File: config.mk
export PLATFORM = sky130hd
export DESIGN_NAME = individual_fitness_scorer
export DESIGN_NICKNAME = d
export VERILOG_FILES = /design/src/rtl/individual_fitness_scorer.sv
export SDC_FILE = /design/constraint.sdc
export NUM_CORES = 1
export LEC_CHECK = 0
export CAP_MARGIN = 20
export CORE_AREA = 5 5 145 147
export CTS_CLUSTER_SIZE = 12
export DETAILED_ROUTE_END_ITERATION = 7
export DIE_AREA = 0 0 150 152
export PLACE_DENSITY = 0.85
export SYNTH_ARGS = -nofsm -noshare
export SYNTH_HDL_FRONTEND = slang
export SYNTH_SLANG_ARGS = --single-unit
export TNS_END_PERCENT = 5
File: constraint.sdc
create_clock -name clk -period 6.2 [get_ports clk]
set_input_delay 1.24 -clock clk [delete_from_list [all_inputs] [get_ports clk]]
set_output_delay 1.24 -clock clk [all_outputs]
set_load 0.02 [all_outputs]
File: src/rtl/individual_fitness_scorer.sv
// Scores an evolved individual's four output words against golden values:
// a three-stage pipeline sums the Hamming error into a saturating accumulator and counts exact-match samples.
module individual_fitness_scorer #(
  parameter int unsigned W     = 16,
  parameter int unsigned ACC_W = 24,
  parameter int unsigned CNT_W = 16
) (
  input  logic             clk,
  input  logic             rst_n,
  input  logic             start,
  input  logic [CNT_W-1:0] num_samples,
  output logic             busy,
  input  logic             in_valid,
  output logic             in_ready,
  input  logic [W-1:0]     y3,
  input  logic [W-1:0]     y2,
  input  logic [W-1:0]     y1,
  input  logic [W-1:0]     y0,
  input  logic [W-1:0]     e3,
  input  logic [W-1:0]     e2,
  input  logic [W-1:0]     e1,
  input  logic [W-1:0]     e0,
  output logic             done,
  output logic [ACC_W-1:0] score,
  output logic [CNT_W-1:0] exact_hits,
  output logic             sat
);

  localparam int unsigned ERR_W = $clog2(4 * W + 1);

  typedef enum logic [1:0] {IDLE, RUN, DRAIN, DONE} state_e;

  state_e             state_q, state_d;
  logic [CNT_W-1:0]   n_q, n_d;
  logic [CNT_W-1:0]   cnt_q, cnt_d;
  logic               s1_v_q, s1_v_d;
  logic [4*W-1:0]     x_q, x_d;
  logic               s2_v_q, s2_v_d;
  logic [ERR_W-1:0]   err_q, err_d;
  logic               zero_q, zero_d;
  logic [ACC_W-1:0]   score_q, score_d;
  logic [CNT_W-1:0]   hits_q, hits_d;
  logic               sat_q, sat_d;
  logic               accept;
  logic [ACC_W:0]     sum;
  logic [CNT_W-1:0]   cnt_inc;

  assign in_ready   = (state_q == RUN) && (cnt_q < n_q);
  assign accept     = in_valid && in_ready;
  assign busy       = (state_q != IDLE);
  assign done       = (state_q == DONE);
  assign score      = score_q;
  assign exact_hits = hits_q;
  assign sat        = sat_q;
  assign cnt_inc    = cnt_q + CNT_W'(1);

  always_comb begin
    state_d = state_q;
    n_d     = n_q;
    cnt_d   = cnt_q;
    score_d = score_q;
    hits_d  = hits_q;
    sat_d   = sat_q;
    sum     = '0;

    // S1: per-word difference bits
    s1_v_d = accept;
    x_d    = accept ? {y3 ^ e3, y2 ^ e2, y1 ^ e1, y0 ^ e0} : x_q;

    // S2: total error and exact-match flag
    s2_v_d = s1_v_q;
    err_d  = '0;
    for (int unsigned i = 0; i < 4 * W; i++) begin
      err_d = err_d + ERR_W'(x_q[i]);
    end
    zero_d = (x_q == '0);

    // S3: accumulate with clamp at all-ones
    if (s2_v_q) begin
      sum = {1'b0, score_q} + (ACC_W + 1)'(err_q);
      if (sum[ACC_W]) begin
        score_d = '1;
        sat_d   = 1'b1;
      end else begin
        score_d = sum[ACC_W-1:0];
      end
      if (zero_q) hits_d = hits_q + CNT_W'(1);
    end

    unique case (state_q)
      IDLE: begin
        if (start) begin
          n_d     = num_samples;
          cnt_d   = '0;
          score_d = '0;
          hits_d  = '0;
          sat_d   = 1'b0;
          state_d = (num_samples != '0) ? RUN : DONE;
        end
      end
      RUN: begin
        if (accept) begin
          cnt_d = cnt_inc;
          if (cnt_inc == n_q) state_d = DRAIN;
        end
      end
      DRAIN: begin
        // S3 has already committed once both earlier stages are empty
        if (!s1_v_q && !s2_v_q) state_d = DONE;
      end
      DONE:    state_d = IDLE;
      default: state_d = IDLE;
    endcase
  end

  always_ff @(posedge clk or negedge rst_n) begin
    if (!rst_n) begin
      state_q <= IDLE;
      n_q     <= '0;
      cnt_q   <= '0;
      s1_v_q  <= 1'b0;
      x_q     <= '0;
      s2_v_q  <= 1'b0;
      err_q   <= '0;
      zero_q  <= 1'b0;
      score_q <= '0;
      hits_q  <= '0;
      sat_q   <= 1'b0;
    end else begin
      state_q <= state_d;
      n_q     <= n_d;
      cnt_q   <= cnt_d;
      s1_v_q  <= s1_v_d;
      x_q     <= x_d;
      s2_v_q  <= s2_v_d;
      err_q   <= err_d;
      zero_q  <= zero_d;
      score_q <= score_d;
      hits_q  <= hits_d;
      sat_q   <= sat_d;
    end
  end

endmodule

==> impl.org, run 1 <==
** Run status
- Status :: finished, final reports clean

** Timing
- Setup TNS Final :: 0 ps
- Fin. max-slew vios :: 0
- RSZ-0062 raised after global routing :: no
- The worst path needs 5990 ps of the cycle, external delays included.
- The final critical path takes up 96.6% of the cycle.
- Transition time of the tightest slew-check pin :: 1060 ps
- Setup violations remaining at the end of the flow were counted as 0.
- Headroom to the max-slew limit came out at 29.4%.
- Timing would allow up to 167 MHz.
- Final hold violation count :: 0
- Between clock sinks in the finished design, the worst skew comes to 9.92 ps.

** Synth
- Count of flip-flops with a built-in enable after synthesis :: 0
- Of all flip-flops after synthesis, the portion carrying an async set or reset was 100%.
- The biggest area contributor in the post-synthesis netlist is sky130_fd_sc_hd__dfrtp_1.
- Leading post-synthesis cells by instance count :: 149 x sky130_fd_sc_hd__dfrtp_1, 126 x sky130_fd_sc_hd__inv_1, 121 x sky130_fd_sc_hd__nand2_1
- Synthesis produced a netlist whose cell count is 1082.
- Number of warnings printed during yosys synthesis :: 0
- Post-synthesis sequential element count :: 149
- Most frequently used flop master after synthesis :: sky130_fd_sc_hd__dfrtp_1
- The most common cell in the synthesized netlist is sky130_fd_sc_hd__dfrtp_1.
- Average size of a mapped cell :: 9.35 µm²
- Portion of the post-synthesis area used by sequential elements :: 36.8%
- Post-Synthesis Cell Area :: 0.0101 mm²
- Area share of the leading cell type in the synthesized netlist :: 36.8%
- Number of nets in the synthesized netlist :: 1330
- In this run, distinct cell masters in the synthesized netlist total 71.
- Yosys attributes the largest share of cell area to sky130_fd_sc_hd__dfrtp_1 37%, sky130_fd_sc_hd__fa_1 11%, sky130_fd_sc_hd__xnor2_1 5.6%, sky130_fd_sc_hd__ha_1 5.6%, sky130_fd_sc_hd__inv_1 4.7%.

** GRT
- First-pass GRT wire length :: 42000 µm
- Met1 routing resource usage after global routing :: 29.6%
- The initial antenna violation count was 0.
- Most Crowded Layer GR :: met2
- In the global route stage, overall resource usage came out at 23.0%.
- Pin count of the biggest net entering global routing :: 99
- M3 GR Usage :: 4.80%
- Global routing usage on met2 :: 39.2%
- Total congestion overflow after global routing :: 0
- Via count of the first global-routing pass :: 8464

** Placement
- Placed wire-length estimate :: 19500 µm
- Number of buffers added on ports :: 191
- Total cell area at the placement stage :: 0.0122 mm²
- Routability-driven placement finished with a final weighted congestion of 0.904.

** Clocking
- Clock-pin slew was measured on the worst setup and hold paths at 60 ps.
- For this design, the sink count on the clock tree is 149.
- TritonCTS built the clock tree.
- Number of buffers added by the clock tree synthesis step :: 17
- In this run the clock root is driven by a sky130_fd_sc_hd__clkbuf_16.
- H-Tree Depth :: 4
- Clock Latency Late Sink :: 430 ps
- Max Buffers Root-to-Sink :: 2

** Hold path
- Along the worst hold path, the cell count comes to 0.
- The worst hold path belongs to the class reg2reg.
- The path with the worst hold slack has its endpoint at s2_v_q.
- In this run the most critical hold path is launched from s1_v_q.

** Floorplan
- Starting density of the core :: 51.2%
- Floorplan die width :: 150 µm
- FP Rows :: 52
- Height of the die :: 152 µm
- Total die area :: 0.0228 mm²
- IO Pins :: 192
- Core Footprint :: 0.0198 mm²

** Final layout
- Finished Cell Area :: 0.0128 mm²
- The repair_antennas step left the layout with diodes totalling 0.
- Measured on the finished design, the core utilization comes to 64.7%.
- # nets final :: 1493
- Fill cells in the final layout number 1579.
- Signed area change from the synthesized netlist to the final layout :: 26.4%
- Layout cell share with drive strength beyond 1 :: 4.06%

** Critical path
- Counting cells, the worst reg-to-reg path comes to 22.
- Reg-to-reg critical path endpoint :: err_q[6]
- Setup Crit Path Kind :: reg2reg
- Type of element capturing the critical path :: register
- Worst Path Required :: 6510 ps
- Kind of launch point of the worst setup path :: register
- Data arrival at the endpoint of the critical path :: 6300 ps
- The startpoint identified for the worst register-to-register timing path is x_q[53].
- R2r setup slk :: 210 ps
- Largest fanout on the critical path :: 3

** Routing
- Number of vias per cell after detailed routing :: 5.55
- Before antenna repair, the detailed router went through 5 iterations.
- Number of nets still failing antenna checks after routing :: 0
- Total wirelength of the detailed-routed design :: 25900 µm
- For this run, design rule violations remaining after detail routing come to 0.
- Routed length per instance :: 16.9 µm
- Overall via count from detail_route :: 8476
- Initial drt markers :: 598

** Flow run
- Max-cap violations in this run came to 0.
-- kinds of logic (layout without fill, tap and decap cells) --
family,Yosys count,in the layout,synth area share (%)
mux,11,11,1.14
compound gates,225,225,14.3
fa+ha+maj,100,100,16.4
flops,149,149,36.8
xor+xnor,109,109,9.43
buf+inv,179,354,6.94
simple gates,309,309,14.9
-- worst max-delay path: stages, from the launching register on --
cell                       delay (ps)
sky130_fd_sc_hd__dfrtp_1          420
sky130_fd_sc_hd__fa_1             560
sky130_fd_sc_hd__inv_1             80
sky130_fd_sc_hd__fa_1             520
sky130_fd_sc_hd__inv_1             60
sky130_fd_sc_hd__fa_1             480
sky130_fd_sc_hd__inv_1             50
sky130_fd_sc_hd__fa_1             480
sky130_fd_sc_hd__inv_1             50
sky130_fd_sc_hd__fa_1             470
sky130_fd_sc_hd__inv_1             50
sky130_fd_sc_hd__fa_1             490
sky130_fd_sc_hd__fa_1             420
sky130_fd_sc_hd__fa_1             490
sky130_fd_sc_hd__inv_1             50
sky130_fd_sc_hd__ha_1             200
sky130_fd_sc_hd__fa_1             410
sky130_fd_sc_hd__a21oi_1          150
sky130_fd_sc_hd__nor2_1            80
sky130_fd_sc_hd__nor2_2           130
sky130_fd_sc_hd__inv_1             60
sky130_fd_sc_hd__a21oi_1          140
sky130_fd_sc_hd__o21bai_1          70
-- timing repair --
item | CTS | global route
buffers inserted | 0 | 0
hold buffers | 0 | 0
gates resized for setup | 0 | 2
endpoints found under the setup margin | 0 | 2
-- sequential cells by signal, indices dropped and copies added, names as in the netlist --
name and cells:
s2_v_q 1, state_q 2, exact_hits 16, s1_v_q 1, err_q 7, x_q 64
zero_q 1, n_q 16, score 24, sat 1, cnt_q 16
-- how the worst max path moves through the flow --
stage | depth (start not counted) | startpoint | slack, ps | end
global route | 22 | x_q[53] | 20 | err_q[6]
global placement | 22 | x_q[53] | 390 | err_q[6]
finish | 22 | x_q[53] | 210 | err_q[6]
floorplan | 22 | x_q[53] | 510 | err_q[6]
detailed placement | 22 | x_q[53] | 190 | err_q[6]
CTS | 22 | x_q[53] | 170 | err_q[6]
-- stage by stage --
| step | hold slack [ps] | setup WS, ps | std cells |
|---|---|---|---|
| finish | 369 | 209 | 1527 |
| global route | 393 | 17.2 | 1527 |
| CTS | 367 | 172 | 1526 |
| detailed placement | 354 | 194 | 1495 |
| global placement | 354 | 385 | 1495 |
| floorplan | 349 | 510 | 1082 |
-- metal layers --
layer  part of all wire, %  wire length [µm]  vias to the layer above
met2                    50             12800                      339
met4                   1.9               498                        0
met1                    41             10700                     4096
met5                     0                 0                        -
met3                   7.1              1840                       41
li1                      -                 -                     4000
-- final cells by class --
class                   count  area (µm²)  area share [%]
clock inverters             9         128           0.998
inverters                 128         480            3.76
flip-flops and latches    149        3730            29.2
well taps                 270         338            2.64
clock buffers              22         464            3.63
multi-input cells         754        5700            44.5
repair buffers            195        1960            15.3
-- cell usage in the layout, fill, tap and decap left out, types with 11 or more instances in the layout --
cell type and n:
sky130_fd_sc_hd__nor4_1 28, sky130_fd_sc_hd__xor2_1 44, sky130_fd_sc_hd__nand4_1 21, sky130_fd_sc_hd__a21oi_1 36, sky130_fd_sc_hd__o21ai_1 72, sky130_fd_sc_hd__o21ai_0 32
sky130_fd_sc_hd__ha_1 45, sky130_fd_sc_hd__dfrtp_1 149, sky130_fd_sc_hd__nor3_1 20, sky130_fd_sc_hd__fa_1 55, sky130_fd_sc_hd__nor2_1 40, sky130_fd_sc_hd__inv_1 126
sky130_fd_sc_hd__nand2_1 121, sky130_fd_sc_hd__clkbuf_16 17, sky130_fd_sc_hd__xnor2_1 65, sky130_fd_sc_hd__nand3_1 24, sky130_fd_sc_hd__and3_1 11, sky130_fd_sc_hd__clkdlybuf4s50_1 190
Power of run 1 is left out: the tool's default activity adds up to more than one toggle a clock period on the data nets, which glitch-free logic cannot reach.
==> inputs of run 2 (changes only) <==
- RECOVER_POWER: default -> 25
==> impl.org, run 2 (synthesis results as in run 1) <==
** Floorplan
- The floorplan die area was 0.0228 mm² (unchanged).
- The standard-cell row count came to 52 (unchanged).
- Floorplan die width :: 150 µm (unchanged)
- Height of the die :: 152 µm (unchanged)
- IO Pins :: 192 (unchanged)
- Starting density of the core :: 51.2% (unchanged)
- Core Footprint :: 0.0198 mm² (unchanged)

** Run status
- Status: finished with violations (was finished, final reports clean).
- The final reports fail on max-capacitance violations, max-slew violations.

** GRT
- The initial antenna violation count came to 0 (unchanged).
- The total grt overflow came to 0 (unchanged).
- The via count of the first global-routing pass is 8464 (unchanged).
- First-pass GRT wire length :: 42000 µm (unchanged)
- GRT Overall Usage :: 23.0% (unchanged)
- The maximum number of pins on one net before global-route repair came to 99 (unchanged).

** Critical path
- The largest driver fanout on the critical path is 3 (unchanged).
- Type of element capturing the critical path :: register (unchanged)
- The startpoint kind of the worst setup timing path is a register (unchanged).
- The most frequent cell on the critical path is sky130_fd_sc_hd__fa_1 (unchanged).
- Worst Path Required :: 6510 ps (about the same)
- Critical path's slowest cell :: sky130_fd_sc_hd__fa_1 (unchanged)
- Buf+Inv Stages, Crit Path :: 7 (unchanged)
- Setup Crit Path Kind :: reg2reg (unchanged)
- Critical path's top delay family :: adder cells (unchanged)
- Data arrival at the endpoint of the critical path :: 6300 ps (about the same)
- Cell chain of the critical path :: fa_1, inv_1, fa_1, inv_1, fa_1, inv_1, fa_1, inv_1, fa_1, inv_1, fa_1, fa_1, fa_1, inv_1, ha_1, fa_1, a21oi_1, nor2_1, nor2_2, inv_1, a21oi_1, o21bai_1 (unchanged)
- Slowest stage delay, CP :: 560 ps (about the same)

** Clocking
- The buffer depth of the longest clock path came to 2 (unchanged).
- Root buf cell :: sky130_fd_sc_hd__clkbuf_16 (unchanged)
- Clock slew seen by the registers of the worst setup and hold paths :: 60 ps (about the same)
- The number of sinks driven by the clock tree came to 149 (unchanged).
- The clock tree from TritonCTS is done (unchanged).
- The source-to-sink clock delay at the later pin of the worst-skew pair was 430 ps (about the same).
- The buffers inserted during post-CTS setup optimization came to 0 (unchanged).
- The TritonCTS buffer count is 17 (unchanged).
- H-Tree Depth :: 4 (unchanged)

** Routing
- The first-pass iteration count of the detailed router came to 5 (unchanged).
- The final routed wire length divided by cell count came to 16.9 µm (about the same).
- The overall routed net length is 25900 µm (about the same).
- Initial drt markers :: 598 (unchanged)
- Overall via count from detail_route :: 8477 (was 8476)
- Number of vias per cell after detailed routing :: 5.55 (about the same)
- DRC violation count after routing :: 0 (unchanged)
- Number of nets still failing antenna checks after routing :: 0 (unchanged)

** Placement
- The number of port buffers came to 191 (unchanged).
- Weighted congestion at the end of routability-driven global placement :: 0.904 (unchanged)
- The worst slack after detailed placement was 194 ps (unchanged).
- Placed wire-length estimate :: 19500 µm (unchanged)

** Final layout
- The growth of design area from synthesis to finish is 26.3% (was 26.4%).
- Commonest non-fill, non-tap cells in the layout :: 190 x sky130_fd_sc_hd__clkdlybuf4s50_1, 149 x sky130_fd_sc_hd__dfrtp_1, 126 x sky130_fd_sc_hd__inv_1, 121 x sky130_fd_sc_hd__nand2_1, 72 x sky130_fd_sc_hd__o21ai_1 (unchanged)
- Antenna diode instance count :: 0 (unchanged)
- The commonest non-fill, non-tap cell in the layout is sky130_fd_sc_hd__clkdlybuf4s50_1 (unchanged).
- The net count reported at finish is 1493 (unchanged).
- Largest reg by FF count :: x_q (unchanged)
- The layout cell share with drive strength beyond 1 is 4.06% (unchanged).
- The number of flip-flops in the largest register was 64 (unchanged).

** Hold path
- The worst min-delay path category was reg2reg (unchanged).

** Timing
- RSZ-0062 raised after global routing :: no (unchanged)
- The highest attainable clock frequency is 167 MHz (about the same).
- The total negative slack came to 0 ps (unchanged).
- Fin. max-slew vios :: 99 (was 0)
- The pin slew with the least headroom to its limit came to 2510 ps (was 1060 ps).
- Crit share post-route :: 96.6% (about the same)
- Maximum clock skew at final layout :: 10.8 ps (was 9.92 ps)
- Final hold violation count :: 0 (unchanged)
- Worst max-slew margin expressed relative to the limit :: -67.2% (was 29.4%)
- Worst-case setup margin in the final layout :: 211 ps (was 209 ps)
- Time the worst path needs with I/O delays and setup :: 5990 ps (about the same)
- The number of setup violations in the final report is 0 (unchanged).

** Flow run
- Maxcap violations :: 1 (was 0)
## run 2: cell count changes in the layout (fill, tap and decap cells not counted), sizes merged
cell	previous run	this run
buf	5	4
clkbuf	22	23
## run 2: path summary, 6_finish.rpt
kind	from	endpoint	slack, ps	depth (start not counted)
setup / recovery	x_q[53]	err_q[6]	210	22
hold / removal	s1_v_q	s2_v_q	370	0
setup reg to reg	x_q[53]	err_q[6]	210	22
hold reg to reg	s1_v_q	s2_v_q	370	0
max in group asynchronous	rst_n	x_q[12]	2940	2
min in group asynchronous	rst_n	n_q[3]	1530	1
## run 2: worst register-to-register path, stage by stage, from the launching register on
cell and delay [ps]:
sky130_fd_sc_hd__dfrtp_1 420, sky130_fd_sc_hd__fa_1 560, sky130_fd_sc_hd__inv_1 80, sky130_fd_sc_hd__fa_1 520, sky130_fd_sc_hd__inv_1 60, sky130_fd_sc_hd__fa_1 480
sky130_fd_sc_hd__inv_1 50, sky130_fd_sc_hd__fa_1 480, sky130_fd_sc_hd__inv_1 50, sky130_fd_sc_hd__fa_1 470, sky130_fd_sc_hd__inv_1 50, sky130_fd_sc_hd__fa_1 490
sky130_fd_sc_hd__fa_1 420, sky130_fd_sc_hd__fa_1 490, sky130_fd_sc_hd__inv_1 50, sky130_fd_sc_hd__ha_1 200, sky130_fd_sc_hd__fa_1 410, sky130_fd_sc_hd__a21oi_1 150
sky130_fd_sc_hd__nor2_1 80, sky130_fd_sc_hd__nor2_2 130, sky130_fd_sc_hd__inv_1 60, sky130_fd_sc_hd__a21oi_1 140, sky130_fd_sc_hd__o21bai_1 70
## run 2: cell type report
class	instances	area [µm²]
Fill cell	1581	6990
Multi-Input combinational cell	754	5700
Sequential cell	149	3730
Timing Repair Buffer	195	1950
Inverter	128	480
Clock buffer	22	464
Tap cell	270	338
Clock inverter	9	128
## run 2: per-layer routing
metal / global-route usage [%] / part of all wire [%]
met5: 0 / 0
met4: 6.49 / 2.0
met3: 4.80 / 7.1
met2: 39.2 / 49
met1: 29.6 / 41
## run 2: per-stage QoR
stage / instance area [µm²] / utilization [%] / hold WS [ps] / std cells
2_1_floorplan: 10100 / - / 349 / 1082
3_3_place_gp: 12200 / 61.5 / 354 / 1495
3_5_place_dp: 12200 / 61.5 / 354 / 1495
4_1_cts: 12800 / 64.5 / 367 / 1526
5_1_grt: 12800 / 64.6 / 393 / 1527
6_report: 12800 / 64.6 / 369 / 1527
## run 2: repair_timing
item | CTS | global route
setup endpoints to repair | 0 | 2
hold buffers | 0 | 0
resized for setup | 0 | 2
Power of run 2 is left out for the same reason.
